--- config.mk ---
export PLATFORM = sky130hd
export DESIGN_NAME = alu_design
export DESIGN_NICKNAME = d
export VERILOG_FILES = /design/src/rtl/alu_design.sv
export SDC_FILE = /design/constraint.sdc
export NUM_CORES = 1
export LEC_CHECK = 0
export BUFFER_PORTS_ARGS = -buffer_cell sky130_fd_sc_hd__buf_4
export CAP_MARGIN = 20
export CORE_MARGIN = 2
export CORE_UTILIZATION = 40
export CTS_CLUSTER_SIZE = 24
export DETAILED_ROUTE_END_ITERATION = 12
export PLACE_DENSITY_LB_ADDON = 0.2
export SLEW_MARGIN = 25
export SYNTH_ARGS = -nofsm -noshare
export SYNTH_HDL_FRONTEND = slang
export SYNTH_SLANG_ARGS = --single-unit
--- constraint.sdc ---
create_clock -name clk_i -period 6.46 [get_ports clk_i]
set_clock_uncertainty 0.2 [all_clocks]
set_input_delay 1.938 -clock clk_i [delete_from_list [all_inputs] [get_ports clk_i]]
set_output_delay 1.938 -clock clk_i [all_outputs]
set_load 0.005 [all_outputs]
--- src/rtl/alu_design.sv ---
// alu_design: registered arithmetic/logical ALU with operand qualification.
// Single-cycle ops update all outputs on the next enabled edge. The two
// multiply ops take two enabled edges, and outputs hold in between.
module alu_design #(
    parameter int DW = 8,
    parameter int CW = 4
) (
    input  logic            clk_i,
    input  logic            rst_n_i,
    input  logic            ce_i,
    input  logic            mode_i,
    input  logic [CW-1:0]   cmd_i,
    input  logic [1:0]      inp_valid_i,
    input  logic            cin_i,
    input  logic [DW-1:0]   opa_i,
    input  logic [DW-1:0]   opb_i,
    output logic [2*DW-1:0] res_o,
    output logic            cout_o,
    output logic            err_o,
    output logic            oflow_o,
    output logic            g_o,
    output logic            l_o,
    output logic            e_o
);

    localparam int SW = (DW > 1) ? $clog2(DW) : 1;

    // Arithmetic command codes
    localparam logic [CW-1:0] A_ADD    = CW'(0);
    localparam logic [CW-1:0] A_SUB    = CW'(1);
    localparam logic [CW-1:0] A_ADDC   = CW'(2);
    localparam logic [CW-1:0] A_SUBC   = CW'(3);
    localparam logic [CW-1:0] A_INCA   = CW'(4);
    localparam logic [CW-1:0] A_DECA   = CW'(5);
    localparam logic [CW-1:0] A_INCB   = CW'(6);
    localparam logic [CW-1:0] A_DECB   = CW'(7);
    localparam logic [CW-1:0] A_CMP    = CW'(8);
    localparam logic [CW-1:0] A_MULINC = CW'(9);
    localparam logic [CW-1:0] A_MULSHL = CW'(10);
    localparam logic [CW-1:0] A_SADD   = CW'(11);
    localparam logic [CW-1:0] A_SSUB   = CW'(12);

    // Logical command codes
    localparam logic [CW-1:0] L_AND    = CW'(0);
    localparam logic [CW-1:0] L_NAND   = CW'(1);
    localparam logic [CW-1:0] L_OR     = CW'(2);
    localparam logic [CW-1:0] L_NOR    = CW'(3);
    localparam logic [CW-1:0] L_XOR    = CW'(4);
    localparam logic [CW-1:0] L_XNOR   = CW'(5);
    localparam logic [CW-1:0] L_NOTA   = CW'(6);
    localparam logic [CW-1:0] L_NOTB   = CW'(7);
    localparam logic [CW-1:0] L_SHR1A  = CW'(8);
    localparam logic [CW-1:0] L_SHL1A  = CW'(9);
    localparam logic [CW-1:0] L_SHR1B  = CW'(10);
    localparam logic [CW-1:0] L_SHL1B  = CW'(11);
    localparam logic [CW-1:0] L_ROL    = CW'(12);
    localparam logic [CW-1:0] L_ROR    = CW'(13);

    localparam logic [DW:0]   ONE_W    = (DW+1)'(1);
    localparam logic [SW:0]   DW_L     = (SW+1)'(DW);

    typedef enum logic {ST_IDLE, ST_MUL} state_t;

    state_t            state_q;
    logic [2*DW-1:0]   res_q;
    logic              cout_q, err_q, oflow_q, g_q, l_q, e_q;
    logic [DW:0]       mulA_q, mulB_q;

    logic [2*DW-1:0]   res_d;
    logic              cout_d, err_d, oflow_d, g_d, l_d, e_d;
    logic [DW:0]       mulA_d, mulB_d;
    logic              startMul, needA, needB, known, opsOk;

    logic [DW:0]       aExt, bExt, cinExt, sA, sB;
    logic [DW:0]       sum, sumC, diff, diffC, sSum, sDiff;
    logic [SW-1:0]     rotAmt;
    logic [SW:0]       rotInv;
    logic [DW-1:0]     rolOut, rorOut;
    logic              rotErr;
    logic [2*DW-1:0]   prod;

    function automatic logic [2*DW-1:0] zxW(input logic [DW:0] v);
        zxW = {{(DW-1){1'b0}}, v};
    endfunction

    function automatic logic [2*DW-1:0] zxN(input logic [DW-1:0] v);
        zxN = {{DW{1'b0}}, v};
    endfunction

    assign aExt   = {1'b0, opa_i};
    assign bExt   = {1'b0, opb_i};
    assign cinExt = {{DW{1'b0}}, cin_i};
    assign sA     = {opa_i[DW-1], opa_i};
    assign sB     = {opb_i[DW-1], opb_i};
    assign sum    = aExt + bExt;
    assign sumC   = aExt + bExt + cinExt;
    assign diff   = aExt - bExt;
    assign diffC  = aExt - bExt - cinExt;
    assign sSum   = sA + sB;
    assign sDiff  = sA - sB;
    assign rotAmt = opb_i[SW-1:0];
    assign rotInv = DW_L - {1'b0, rotAmt};
    assign rolOut = (opa_i << rotAmt) | (opa_i >> rotInv);
    assign rorOut = (opa_i >> rotAmt) | (opa_i << rotInv);
    assign rotErr = (opb_i >> SW) != '0;
    assign prod   = {{(DW-1){1'b0}}, mulA_q} * {{(DW-1){1'b0}}, mulB_q};

    // Decode the sampled command into next-state outputs or a multiply start
    always_comb begin
        res_d    = '0;
        cout_d   = 1'b0;
        err_d    = 1'b0;
        oflow_d  = 1'b0;
        g_d      = 1'b0;
        l_d      = 1'b0;
        e_d      = 1'b0;
        startMul = 1'b0;
        mulA_d   = aExt + ONE_W;
        mulB_d   = bExt + ONE_W;
        needA    = 1'b1;
        needB    = 1'b1;
        known    = 1'b1;
        if (mode_i) begin
            case (cmd_i)
                A_ADD:    begin res_d = zxW(sum);  cout_d = sum[DW];  end
                A_SUB:    begin res_d = zxW(diff); oflow_d = aExt < bExt; end
                A_ADDC:   begin res_d = zxW(sumC); cout_d = sumC[DW]; end
                A_SUBC:   begin res_d = zxW(diffC); oflow_d = aExt < (bExt + cinExt); end
                A_INCA:   begin res_d = zxW(aExt + ONE_W); needB = 1'b0; end
                A_DECA:   begin res_d = zxW(aExt - ONE_W); needB = 1'b0; end
                A_INCB:   begin res_d = zxW(bExt + ONE_W); needA = 1'b0; end
                A_DECB:   begin res_d = zxW(bExt - ONE_W); needA = 1'b0; end
                A_CMP:    begin g_d = opa_i > opb_i; l_d = opa_i < opb_i; e_d = opa_i == opb_i; end
                A_MULINC: startMul = 1'b1;
                A_MULSHL: begin
                    startMul = 1'b1;
                    mulA_d   = {1'b0, opa_i[DW-2:0], 1'b0};
                    mulB_d   = bExt;
                end
                A_SADD, A_SSUB: begin
                    res_d   = zxW((cmd_i == A_SADD) ? sSum : sDiff);
                    oflow_d = (cmd_i == A_SADD) ? (sSum[DW] != sSum[DW-1])
                                                : (sDiff[DW] != sDiff[DW-1]);
                    g_d = $signed(opa_i) >  $signed(opb_i);
                    l_d = $signed(opa_i) <  $signed(opb_i);
                    e_d = opa_i == opb_i;
                end
                default:  known = 1'b0;
            endcase
        end else begin
            case (cmd_i)
                L_AND:    res_d = zxN(opa_i & opb_i);
                L_NAND:   res_d = zxN(~(opa_i & opb_i));
                L_OR:     res_d = zxN(opa_i | opb_i);
                L_NOR:    res_d = zxN(~(opa_i | opb_i));
                L_XOR:    res_d = zxN(opa_i ^ opb_i);
                L_XNOR:   res_d = zxN(~(opa_i ^ opb_i));
                L_NOTA:   begin res_d = zxN(~opa_i); needB = 1'b0; end
                L_NOTB:   begin res_d = zxN(~opb_i); needA = 1'b0; end
                L_SHR1A:  begin res_d = zxN({1'b0, opa_i[DW-1:1]}); needB = 1'b0; end
                L_SHL1A:  begin res_d = zxN({opa_i[DW-2:0], 1'b0}); needB = 1'b0; end
                L_SHR1B:  begin res_d = zxN({1'b0, opb_i[DW-1:1]}); needA = 1'b0; end
                L_SHL1B:  begin res_d = zxN({opb_i[DW-2:0], 1'b0}); needA = 1'b0; end
                L_ROL:    begin res_d = zxN(rolOut); err_d = rotErr; end
                L_ROR:    begin res_d = zxN(rorOut); err_d = rotErr; end
                default:  known = 1'b0;
            endcase
        end
        opsOk = (!needA || inp_valid_i[0]) && (!needB || inp_valid_i[1]);
        if (!known || !opsOk) begin
            res_d    = '0;
            cout_d   = 1'b0;
            oflow_d  = 1'b0;
            g_d      = 1'b0;
            l_d      = 1'b0;
            e_d      = 1'b0;
            err_d    = 1'b1;
            startMul = 1'b0;
        end
    end

    // Output registers and the two-edge multiply sequencer
    always_ff @(posedge clk_i or negedge rst_n_i) begin
        if (!rst_n_i) begin
            state_q <= ST_IDLE;
            res_q   <= '0;
            cout_q  <= 1'b0;
            err_q   <= 1'b0;
            oflow_q <= 1'b0;
            g_q     <= 1'b0;
            l_q     <= 1'b0;
            e_q     <= 1'b0;
            mulA_q  <= '0;
            mulB_q  <= '0;
        end else if (ce_i) begin
            case (state_q)
                ST_IDLE: begin
                    if (startMul) begin
                        mulA_q  <= mulA_d;
                        mulB_q  <= mulB_d;
                        state_q <= ST_MUL;
                    end else begin
                        res_q   <= res_d;
                        cout_q  <= cout_d;
                        err_q   <= err_d;
                        oflow_q <= oflow_d;
                        g_q     <= g_d;
                        l_q     <= l_d;
                        e_q     <= e_d;
                    end
                end
                ST_MUL: begin
                    res_q   <= prod;
                    cout_q  <= 1'b0;
                    err_q   <= 1'b0;
                    oflow_q <= 1'b0;
                    g_q     <= 1'b0;
                    l_q     <= 1'b0;
                    e_q     <= 1'b0;
                    state_q <= ST_IDLE;
                end
                default: state_q <= ST_IDLE;
            endcase
        end
    end

    assign res_o   = res_q;
    assign cout_o  = cout_q;
    assign err_o   = err_q;
    assign oflow_o = oflow_q;
    assign g_o     = g_q;
    assign l_o     = l_q;
    assign e_o     = e_q;

endmodule

After elaboration in Yosys (flattened, before gate mapping)
Cells that the tools add are included. Widths: inputs -> output; s select.

Add/subtract/negate cells: 12. $mul: 1. Divide/modulo/power cells: 0. Order comparisons: 6. Equal/unequal tests: 17. Shifts and indexed selects: 4. Muxes and demuxes: 56. Bitwise gates (word level): 11. Reductions and logical operators: 22.

Operator list (count): $pmux 8 s14 (1); $pmux 9 s9 (1); $mux 16 (3); $mux 9 (5); $not 8->8 (5); $mux 1 (34); $pmux 16 s2 (1); $eq 4x4->1 const B (6); $lt 8x8->1 (3); $or 8x8->8 (3); $pmux 1 s2 (10); $add 8x1->9 const B (2); $add 8x8->9 (2); $sub 8x1->9 const B (2); $sub 8x8->9 (2); $eq 4x3->1 const B (4); $gt 8x8->1 (2); $mul 9x9->16 (1); $reduce_or 14->1 (1); $reduce_or 13->1 (1); $reduce_or 2->1 (5); $add 8x1->9 (1); $add 9x1->9 (1); $lt 8x9->1 (1); other kinds (23) (32).

Register bits: 41. Latch bits: 0. RAM bits: 0. Memory bits (read-only): 0. Input port bits: 27. Output and inout port bits: 22. Logic and storage cells: 139. Memories kept: 0.

Longest topological paths before layout
Depth in word-level cells: 12. Gate-level depth with buffers: 20. Depth with buffers taken out: 19.

Least setup slack after synthesis
No wires, ideal clock.

Kind: input to register. Start point: in opb_i[2]. End point: reg res_q[6] (netlist: res_o[6]). Setup time: 0.101 ns. Arrival: 4.611 ns. Required time: 6.159 ns. Setup slack: 1.549 ns. Stages on the path: 12. Buffers on the path: 2. Cell sequence: buf_2 -> inv_1 -> buf_1 -> ha_1 -> a211oi_2 -> nor2_1 -> or2_1 -> or4b_1 -> or2_0 -> mux2i_1 -> a211oi_1 -> o311ai_2.

Word-level cells in the longest chain between the ends: 8. Elaborated cells between the ends (all ways): 22. Those cells by class: 9 x add/sub; 4 x shift; 7 x mux; 2 x bitwise.

Ends and longest elaborated chain: start: declaration (RTL line 16) `input logic [DW-1:0] opb_i,`; parallel branches: the longest is 4 deep, another holds $sub 8x8->9; $mux 16 (*) (RTL line 123) `if (mode_i) begin`; $mux 16 (*) (RTL line 170) `if (!known || !opsOk) begin`; $mux 16 (*) (RTL line 198) `if (startMul) begin`; $pmux 16 s2 (*) (RTL line 196) `case (state_q)`; end signal: assignment (RTL line 203) `res_q <= res_d;`; end signal: assignment (RTL line 213) `res_q <= prod;`; end: declaration (RTL line 65) `logic [2*DW-1:0] res_q;`.

Mark *: on every way between the ends. The select of a mux whose other input is x is not followed. A chain may end at the register's enable or synchronous reset.

Worst setup path after layout
Ends and elaborated chain as after synthesis.

==> run summary <==
The largest net degree at the start of global routing is 55. After technology mapping, the gate count stands at 1204. Relative to the synthesized area, the layout overhead comes to 6.671%. The tools report the setup slack of the critical path after layout as 1177 ps. Post-CTS timing repair inserted 0 buffers for setup.

The number of rows created at floorplan is 54, and the remaining antenna violation count is 0. The final critical path takes up 81.78% of the cycle. Dividing the detail-routed wire length by the instance count gives 21.02 um. In this run the clock root is driven by a clkbuf_16.

The HPWL after detailed placement is 23350 um. Final-layout setup total negative slack: 0 ps. H-tree depth: 2.

The tools report the total inserted antenna cells as 0. The via count of the first global-routing pass is 8506, and the die outline width is 152.1 um. The run finished with clean final reports. The die height was 152.1 um; the number of hold violations in the final report was 0.

For this design the ratio of total power to cell area is 128.9 nW/um^2. The worst setup path is captured at a register. STA classifies the critical path startpoint as a primary input. For this run, the register share of the synthesized area comes to 11.69%. The final routed DRC violation total came out at 0.

The worst setup path is of the in -> reg kind. The global-route wire length before repair came out at 48580 um. In this run the static leakage power is 4.126 nW. Data on the critical path is required at its endpoint by 6460 ps. The Yosys step of the flow raised 0 warnings. In this run the deepest clock path goes through 2 buffers. For the finished layout, the period the worst path requires is 5283 ps.

After clock tree synthesis, the clock-pin slew on the worst setup and hold paths is 60 ps. Final hold analysis gives a worst-case slack of 275.8 ps. The wire length after detailed routing was 30810 um; the cell area after synthesis was 8777 um^2. At the end of routability-driven placement, the weighted congestion stood at 0.9816. TritonCTS built the clock tree. Once layout is complete, the utilization of the core stands at 43.17%. Yosys mapped the design onto 76 distinct sky130hd cell types.

49 I/O pins were placed. The logs give 0 for the max-slew violation count and 0 for the aggregate global routing overflow. The per-cell via count in the routed design was 6.014; the highest net fanout along the worst path was 34.

The cell type of the slowest stage on the worst timing path was ha_1. The number of DRC markers in iteration 0 came out at 914. The most used flip-flop cell after synthesis is dfrtp_1. Clock tree synthesis found a total of 41 sinks. The number of fillers in the final layout is 2263, and the number of nets in the final layout is 1336. In this run the mean area of a mapped cell was 7.290 um^2. The tool flagged a number of max-cap violations equal to 0. Measured slew at the worst slew-check pin: 997.2 ps. The logs give 946.0 ps for the pre-CTS worst setup slack and 23140 um^2 for the area enclosed by the die boundary. The proportion of layout cells with a drive suffix above 1 was 7.673%; the final setup violation count was 0. Setup slack on the worst reg-to-reg path comes out at 1310 ps. The first detailed-routing pass took 5 iterations. Buffers inserted to repair hold after CTS numbered 0. The remaining max-slew budget at the tightest pin came out at 33.01%. Data on the critical path arrives at its endpoint at 5280 ps. The number of antenna violations at the first check in global routing came out at 1.

The number of flops mapped to enable cells by yosys was 0; the insertion delay to the later sink of the worst-skew pair was 290 ps. Setup repair after global routing left no endpoint under its margin. Counting every net in the synthesized netlist gives 1355.

The post-layout total power is 0.001207 W, and the all-layer global routing usage is 26.14%. The class of the most critical hold timing path is reg -> reg. Timing would allow up to 189.3 MHz.

Once the clock tree was built, the resizer swapped 0 gates to a different size. The core region is 21690 um^2. The biggest cell delay along the critical path works out to 610 ps.

TritonCTS created 5 clock buffers. The worst-case vdd ir drop is 88.92 uV, and the initial core utilization is 40.47%. After synthesis, the share of flip-flops with an asynchronous set or reset is 100.0%.

The signal on the critical path passes through buf_4 > inv_1 > ha_1 > a211oi_2 > nor2_1 > or2_1 > or4b_1 > or2_0 > mux2i_1 > a211oi_1 > o311ai_2. After synthesis the netlist holds a flip-flop and latch count of 41. The port buffer count is 48, and the total via count in the routed design is 8816.
[cell families after synthesis]
logic type               count (synthesis)  share of synthesized area [%]
AO/OA/AOI/OAI                          308                          22.81
flip-flops                              41                          11.69
buffers and inverters                  192                          8.553
XOR/XNOR                                73                          7.284
multiplexers                            28                          3.279
adder cells (fa/ha/maj)                124                          22.04
AND/OR/NAND/NOR                        438                          24.35
[metrics by stage]
step / instance area (um^2) / instances
floorplan: 8777 / 1204
global placement: 9220 / 1458
detailed placement: 9220 / 1458
CTS: 9363 / 1466
global route: 9363 / 1466
finish: 9363 / 1466
[area by class of cell]
| class | count | area [um^2] | share of cell area [%] |
|---|---|---|---|
| clock inverter | 3 | 17.52 | 0.1871 |
| sequential | 41 | 1026 | 10.96 |
| tap | 280 | 350.3 | 3.742 |
| timing repair buffer | 56 | 420.4 | 4.490 |
| multi-input combinational | 971 | 7010 | 74.88 |
| inverter | 110 | 412.9 | 4.410 |
| clock buffer | 5 | 125.1 | 1.336 |
[sequential cells by signal (all words and copies together), names as in the netlist]
register and cells:
res_o 16, mulA_q 9, mulB_q 9, cout_o 1, e_o 1, err_o 1
g_o 1, l_o 1, oflow_o 1, state_q 1
[power by group]
part	leakage (nW)	total, W	internal, W	switching (W)
clock	0.0696	0.000249	0.000142	0.000107
combinational	3.50	0.000624	0.000231	0.000393
sequential	0.557	0.000333	0.000280	0.0000533
[synthesized netlist by cell type (all sizes together) (9+ instances only)]
cell    instances  share of area [%]
buf            29                1.6
a22oi           9               0.77
fa             51                 12
o31ai          14                1.2
clkbuf         53                2.3
a31oi          12               0.86
xor2           11                1.1
nand2         139                5.9
xnor2          62                6.2
nor4           13                1.1
o21ai          81                4.6
mux2i          22                2.5
a21o            9               0.77
dfrtp          41                 12
nand4           9               0.64
nand3          38                2.2
nor2b          14                1.0
o221ai          9               0.90
ha             73                 10
nor2           88                3.8
a21oi          78                4.5
inv           106                4.5
and2           49                3.5
nor3           38                2.3
a211oi         24                2.1
nand2b         11               0.78
[routing by layer]
metal	GRT usage, %	routed length (um)	up-vias
met4	10.41	1175	2
met1	36.81	13520	4184
li1	-	-	4138
met5	0	14	-
met2	40.76	13620	419
met3	3.328	2484	73
[placed cells by master, fill, tap and decap left out, types with 23 or more instances in the layout]
master / instances
nand3_1: 38
xnor2_1: 62
inv_1: 106
nand2_1: 139
o21ai_0: 78
a21oi_1: 76
buf_4: 56
dfrtp_1: 41
fa_1: 51
nor3_1: 36
ha_1: 73
nor2_1: 87
and2_1: 49
a211oi_1: 23
[worst paths after layout]
check,from,endpoint,depth (start not counted)
max,opb_i[2],res_o[6]$_DFFE_PN0P_,11
max in group asynchronous,rst_n_i,mulA_q[4]$_DFFE_PN0P_,1
min reg2reg,res_o[14]$_DFFE_PN0P_,res_o[14]$_DFFE_PN0P_,2
max reg2reg,mulA_q[5]$_DFFE_PN0P_,res_o[15]$_DFFE_PN0P_,17
min in group asynchronous,rst_n_i,res_o[9]$_DFFE_PN0P_,1
min,res_o[14]$_DFFE_PN0P_,res_o[14]$_DFFE_PN0P_,2
[critical path: cells and delay by family]
kind	cells	cell delay, ps
adder cells (fa/ha/maj)	1	610
buffers and inverters	2	700
AND/OR/NAND/NOR	4	1100
multiplexers	1	180
AO/OA/AOI/OAI	3	740
Power figures use the tool's default switching activity.
